===== src/rtl/ncl_fullword_counter_clk_if.sv =====
// Dual-rail counter wavefront bundle: completion ack and mode/load in; rails and completeness out.
// The counter side uses master; the NCL consumer/test side uses slave.
interface ncl_fullword_counter_clk_if #(
    parameter int WIDTH = 32
);
    logic             ack_in;
    logic [1:0]       mode;
    logic [WIDTH-1:0] load_val;
    logic [WIDTH-1:0] sum_t;
    logic [WIDTH-1:0] sum_f;
    logic             cout_t;
    logic             cout_f;
    logic             comp_out;

    modport master (
        input  ack_in, mode, load_val,
        output sum_t, sum_f, cout_t, cout_f, comp_out
    );

    modport slave (
        output ack_in, mode, load_val,
        input  sum_t, sum_f, cout_t, cout_f, comp_out
    );
endinterface


===== src/rtl/ncl_fullword_counter_clk.sv =====
// Clocked dual-rail up/down/hold/load counter emitting full-word NULL/DATA wavefronts; 1-edge latency
// from a sampled ack_in change; ack_in stalls either phase indefinitely with rails and count frozen.
module ncl_fullword_counter_clk #(
    parameter int          WIDTH      = 32,
    parameter logic [63:0] INIT_VALUE = 64'd0
) (
    input  logic                        clk,
    input  logic                        init_n,
    ncl_fullword_counter_clk_if.master  bus
);
    localparam logic [WIDTH-1:0] INIT_W = WIDTH'(INIT_VALUE);
    localparam logic [WIDTH-1:0] ONE_W  = WIDTH'(1);

    localparam logic [1:0] MODE_UP   = 2'b00;
    localparam logic [1:0] MODE_DOWN = 2'b01;
    localparam logic [1:0] MODE_HOLD = 2'b10;
    localparam logic [1:0] MODE_LOAD = 2'b11;

    typedef enum logic {NULL_S, DATA_S} phase_t;

    phase_t           r_phase;
    logic             r_run;
    logic [WIDTH-1:0] r_cnt;
    logic             r_wrap;
    logic [WIDTH-1:0] r_sum_t;
    logic [WIDTH-1:0] r_sum_f;
    logic             r_cout_t;
    logic             r_cout_f;
    logic             r_comp;

    logic [WIDTH-1:0] w_cnt_nxt;
    logic             w_wrap_nxt;

    // Reset release is retimed by one flop, so the earliest phase change is the second edge after release.
    always_ff @(posedge clk or negedge init_n) begin
        if (!init_n) begin
            r_run <= 1'b0;
        end else begin
            r_run <= 1'b1;
        end
    end

    always_comb begin
        w_cnt_nxt  = r_cnt;
        w_wrap_nxt = 1'b0;
        case (bus.mode)
            MODE_UP: begin
                w_cnt_nxt  = r_cnt + ONE_W;
                w_wrap_nxt = &r_cnt;
            end
            MODE_DOWN: begin
                w_cnt_nxt  = r_cnt - ONE_W;
                w_wrap_nxt = ~|r_cnt;
            end
            MODE_HOLD: begin
                w_cnt_nxt  = r_cnt;
                w_wrap_nxt = 1'b0;
            end
            MODE_LOAD: begin
                w_cnt_nxt  = bus.load_val;
                w_wrap_nxt = 1'b0;
            end
        endcase
    end

    // Every rail pair is loaded in the same edge, so the word is always complete or always NULL.
    always_ff @(posedge clk or negedge init_n) begin
        if (!init_n) begin
            r_phase  <= NULL_S;
            r_cnt    <= INIT_W;
            r_wrap   <= 1'b0;
            r_sum_t  <= '0;
            r_sum_f  <= '0;
            r_cout_t <= 1'b0;
            r_cout_f <= 1'b0;
            r_comp   <= 1'b0;
        end else if (r_run) begin
            case (r_phase)
                NULL_S: begin
                    if (!bus.ack_in) begin
                        r_phase  <= DATA_S;
                        r_sum_t  <= r_cnt;
                        r_sum_f  <= ~r_cnt;
                        r_cout_t <= r_wrap;
                        r_cout_f <= ~r_wrap;
                        r_comp   <= 1'b1;
                    end
                end
                DATA_S: begin
                    if (bus.ack_in) begin
                        r_phase  <= NULL_S;
                        r_sum_t  <= '0;
                        r_sum_f  <= '0;
                        r_cout_t <= 1'b0;
                        r_cout_f <= 1'b0;
                        r_comp   <= 1'b0;
                        r_cnt    <= w_cnt_nxt;
                        r_wrap   <= w_wrap_nxt;
                    end
                end
                default: r_phase <= NULL_S;
            endcase
        end
    end

    assign bus.sum_t    = r_sum_t;
    assign bus.sum_f    = r_sum_f;
    assign bus.cout_t   = r_cout_t;
    assign bus.cout_f   = r_cout_f;
    assign bus.comp_out = r_comp;
endmodule

===== src/flat_wrapper.sv =====
// flat-port wrapper written by rule: the top's interface ports become plain ports
module ncl_fullword_counter_clk_flat 
#(
    parameter int          WIDTH      = 32,
    parameter logic [63:0] INIT_VALUE = 64'd0
)
  (clk, init_n, bus_ack_in, bus_mode, bus_load_val, bus_sum_t, bus_sum_f, bus_cout_t, bus_cout_f, bus_comp_out);
  ncl_fullword_counter_clk_if #(.WIDTH(WIDTH)) bus_i ();
  input  logic clk;
  input  logic init_n;
  input wire logic [$bits(bus_i.ack_in)-1:0] bus_ack_in;
  input wire logic [$bits(bus_i.mode)-1:0] bus_mode;
  input wire logic [$bits(bus_i.load_val)-1:0] bus_load_val;
  output wire logic [$bits(bus_i.sum_t)-1:0] bus_sum_t;
  output wire logic [$bits(bus_i.sum_f)-1:0] bus_sum_f;
  output wire logic [$bits(bus_i.cout_t)-1:0] bus_cout_t;
  output wire logic [$bits(bus_i.cout_f)-1:0] bus_cout_f;
  output wire logic [$bits(bus_i.comp_out)-1:0] bus_comp_out;
  assign bus_i.ack_in = bus_ack_in;
  assign bus_i.mode = bus_mode;
  assign bus_i.load_val = bus_load_val;
  assign bus_sum_t = bus_i.sum_t;
  assign bus_sum_f = bus_i.sum_f;
  assign bus_cout_t = bus_i.cout_t;
  assign bus_cout_f = bus_i.cout_f;
  assign bus_comp_out = bus_i.comp_out;
  ncl_fullword_counter_clk #(.WIDTH(WIDTH), .INIT_VALUE(INIT_VALUE)) u_core (.clk(clk), .init_n(init_n), .bus(bus_i));
endmodule

===== config.mk =====
export PLATFORM = sky130hd
export DESIGN_NAME = ncl_fullword_counter_clk_flat
export DESIGN_NICKNAME = d
export VERILOG_FILES = /design/src/rtl/ncl_fullword_counter_clk_if.sv /design/src/rtl/ncl_fullword_counter_clk.sv /design/src/flat_wrapper.sv
export SDC_FILE = /design/constraint.sdc
export NUM_CORES = 1
export LEC_CHECK = 0
export CAP_MARGIN = 10
export CELL_PAD_IN_SITES_DETAIL_PLACEMENT = 1
export CELL_PAD_IN_SITES_GLOBAL_PLACEMENT = 1
export CORE_MARGIN = 4
export CORE_UTILIZATION = 44
export DETAILED_ROUTE_END_ITERATION = 12
export HOLD_SLACK_MARGIN = 0.06
export PLACE_DENSITY = 0.91
export SYNTH_ARGS = -nofsm -noshare
export SYNTH_HDL_FRONTEND = slang
export SYNTH_SLANG_ARGS = --single-unit

===== constraint.sdc =====
create_clock -name clk -period 5.03 [get_ports clk]
set_input_delay 0.503 -clock clk [delete_from_list [all_inputs] [get_ports clk]]
set_output_delay 0.503 -clock clk [all_outputs]
set_load 0.05 [all_outputs]

==> impl_metrics.tcl <==
set metrics [dict create \
    relSlewSlack_pct 27.9 \
    multiInputGateArea_mm2 0.00354 \
    core_mm2 0.0145 \
    grt.total_usage_pct 29.9 \
    crit_path_max_incr_delay_ns 0.56 \
    status "finished, final reports clean" \
    drtAntennaViolNets 0 \
    first_iter_violations 657 \
    wl_met1_mm 11.0 \
    yosysUniqueCellTypes 69 \
    antenna_found_initial 0 \
    synthArstFlopShare_pct 100 \
    cts_max_path_buffers 2 \
    htreeDepth 3 \
    pre_cts_slack_ns 1.32 \
    crit_slowest_cell "a222oi_1" \
    power_switching_mw 1.37 \
    die_area_mm2 0.0167 \
    worst_clock_skew_ns 0.00676 \
    drv_slew 0 \
    clkTransAtPathRegs_ns 0.07 \
    cts_setup_buffers 0 \
    io_pins 104 \
    ys_seq_area_share_pct 39.5 \
    die_h_um 129 \
    synthesis.area_mm2 0.00646 \
    end_kind "register" \
    fill_cells 1713 \
    portBuffers 103 \
    cts.repair.resized 0 \
    initial_utilization_pct 44.6 \
    period_share_pct 67.7 \
    hold_viol 0 \
    hold_path_class "input port to async pin" \
    finalNetCount 872 \
    antenna_cells 0 \
    critical_path_required_ns 5.26 \
    intPower_mw 1.76 \
    vias 6754 \
    clock_power_share_pct 24.4 \
    yosys_warnings 0 \
    drc 0 \
    power_leakage_nw 3.06 \
    grt_pass1_wl_mm 39.0 \
    dr_wl_met3_mm 1.43 \
    critical_path_class "input port to register" \
    postRouteWirelength_mm 24.5 \
    vdd_drop_max_uv 254 \
    setup_tns_ns 0 \
    wire_per_inst_um 24.0 \
    min_period_ns 3.41 \
    seqPwrFrac_pct 40.3 \
    drive_gt1_share_pct 5.48 \
    path_cells "clkdlybuf4s50_1 > buf_4 > nand2b_1 > xnor2_1 > ha_1 > nand4_1 > or3_1 > a222oi_1 > nor2_1 > o221a_1 > mux2i_1 > a21oi_1" \
    grt_pass1_vias 6929 \
    maxCapViolCount 0 \
    hold_buffers 0 \
    cts.sinks 102 \
    synth_edf_count 0 \
    ff_latch_area_mm2 0.00255 \
    finalSetupViolCount 0 \
    overflow 0 \
    insertion_delay_ns 0.36 \
    top_layer_used "met4" \
    routed_via_density 6.60 \
    area_growth_pct 20.9 \
    arrival_ns 3.64 \
    tightest_slew_ns 1.07 \
    rsz0062_at_grt "false" \
    tritoncts "yes" \
    crit_fanout 23 \
    fmax_mhz 294 \
    cts_buffers 9 \
    synth_seq_cells 102 \
    num_rows 44 \
    cts-root-buf "clkbuf_16" \
    dr_wl_met2_mm 11.6 \
    postSynthAreaPerCell_um2 8.22 \
    routabilityCongestion 0.939 \
    postSynthNetCount 824 \
    synth_ff_type "dfrtp_1" \
    grt_max_degree 55 \
    setup_ws_ns 1.62 \
    fp.dieW_um 129 \
    dp_hpwl_mm 16.8 \
    combinationalPowerShare_pct 35.3 \
    cp-start-kind "input port" \
    p_per_area_mw_per_mm2 400 \
    syn_inst 786 \
    power.share.switching_pct 43.8 \
    first_pass_iters 5 \
]
-- worst paths after layout --
kind / from / end / slack [ns] / cells after the start
setup / recovery: bus_mode[1] / u_core.r_cnt[18] / 1.62 / 12
hold / removal: init_n / u_core.bus.sum_f[1] / 0.15 / 1
setup reg to reg: u_core.r_cnt[6] / u_core.r_cnt[15] / 1.91 / 7
hold reg to reg: u_core.bus.comp_out / u_core.bus.comp_out / 0.49 / 2
max in group asynchronous: init_n / u_core.r_cnt[28] / 3.68 / 2
min in group clk: u_core.bus.comp_out / u_core.bus.comp_out / 0.49 / 2
-- metal layers --
metal,global-route usage (%),vias up
li1,-,3007
met3,4.12,40
met4,9.76,0
met1,41.6,3444
met5,0,-
met2,48.4,263
-- power by group through the flow --
stage	sequential, mW	clock, mW	combinational, mW
6_report	1.26	0.762	1.10
5_1_grt	1.28	0.804	1.18
4_1_cts	1.25	0.772	1.11
3_5_place_dp	1.26	0	1.10
3_3_place_gp	1.25	0	1.07
2_1_floorplan	1.40	0	0.524
-- cells in the mapped netlist (all sizes together) (8+ instances only) --
cell    number  area, µm²
o21ai       95        479
a22o        28        245
nor2        44        165
or4          9       71.3
nor4        21        144
clkbuf      65        244
nand2      113        424
nor3        29        145
o211ai       9       67.6
mux2i       16        173
a22oi       11       82.6
nand3       25        125
a31oi        8       50.1
buf         16       96.3
nand4       16        100
or3         20        125
and3         9       56.3
a21oi       33        165
dfrtp      102       2550
inv         10       37.5
-- worst max-delay path: cells and delay by family --
kind                       cells  cell delay, ns
AOI/OAI and AO/OA              3            0.88
xor gates and xnor gates       1            0.12
adders and majority gates      1            0.28
buffers and inverters          2            0.71
muxes                          1            0.14
and+or+nand+nor                4            0.98
-- placed cells by master (no fill, tap or decap), types with 3 or more instances in the layout --
| cell type | count |
|---|---|
| nand2_1 | 113 |
| dfrtp_1 | 102 |
| clkdlybuf4s50_1 | 101 |
| o21ai_0 | 71 |
| nor2_1 | 43 |
| a21oi_1 | 33 |
| nor3_1 | 29 |
| a22o_1 | 28 |
| nand3_1 | 25 |
| o21ai_1 | 23 |
| or3_1 | 20 |
| nor4_1 | 19 |
| nand4_1 | 16 |
| buf_4 | 16 |
| mux2i_1 | 15 |
| a22oi_1 | 11 |
| and3_1 | 9 |
| inv_1 | 9 |
| o211ai_1 | 9 |
| clkbuf_16 | 9 |
| or4_1 | 8 |
| a31oi_1 | 8 |
| and2_1 | 7 |
| o21a_1 | 7 |
| nand2b_1 | 6 |
| xnor2_1 | 6 |
| o22ai_1 | 6 |
| o2bb2ai_1 | 6 |
| a211oi_1 | 5 |
| o31ai_1 | 5 |
| a32oi_1 | 5 |
| a21boi_1 | 4 |
| o221a_1 | 4 |
| nand4b_1 | 3 |
| a211o_1 | 3 |
| and4_1 | 3 |
| inv_6 | 3 |
-- through the flow --
step	utilization, %	hold slack, ns	area [µm²]	power, mW	std cells
2_1_floorplan	-	0.207	6460	1.92	786
3_3_place_gp	51.8	0.460	7500	2.32	1007
3_5_place_dp	51.8	0.474	7500	2.36	1007
4_1_cts	53.9	0.177	7810	3.13	1023
5_1_grt	53.9	0.207	7810	3.27	1023
6_report	53.9	0.150	7810	3.12	1023
-- state kept, by name, summed over array words and instances, names as in the netlist --
register / cells
u_core.bus.comp_out: 1
u_core.bus.cout_f: 1
u_core.r_run: 1
u_core.bus.sum_t: 32
u_core.r_phase: 1
u_core.r_cnt: 32
u_core.r_wrap: 1
u_core.bus.sum_f: 32
u_core.bus.cout_t: 1
-- cell type report --
type / instances / share of cell area [%]
clock buffers: 10 / 3.06
clock inverters: 6 / 0.961
inverters: 10 / 0.481
multi-input cells: 593 / 45.3
flip-flops and latches: 102 / 32.7
well taps: 184 / 2.95
repair buffers: 118 / 14.5
-- kinds of logic after synthesis --
logic type / count (synthesis) / share of synthesized area (%)
AO/OA/AOI/OAI: 251 / 26.1
XOR/XNOR: 7 / 0.949
adder cells (fa/ha/maj): 1 / 0.194
buffers and inverters: 91 / 5.85
flip-flops: 102 / 39.5
multiplexers: 19 / 3.37
other: 1 / 0.0580
AND/OR/NAND/NOR: 314 / 24.0
(Power assumes the default switching activity.)
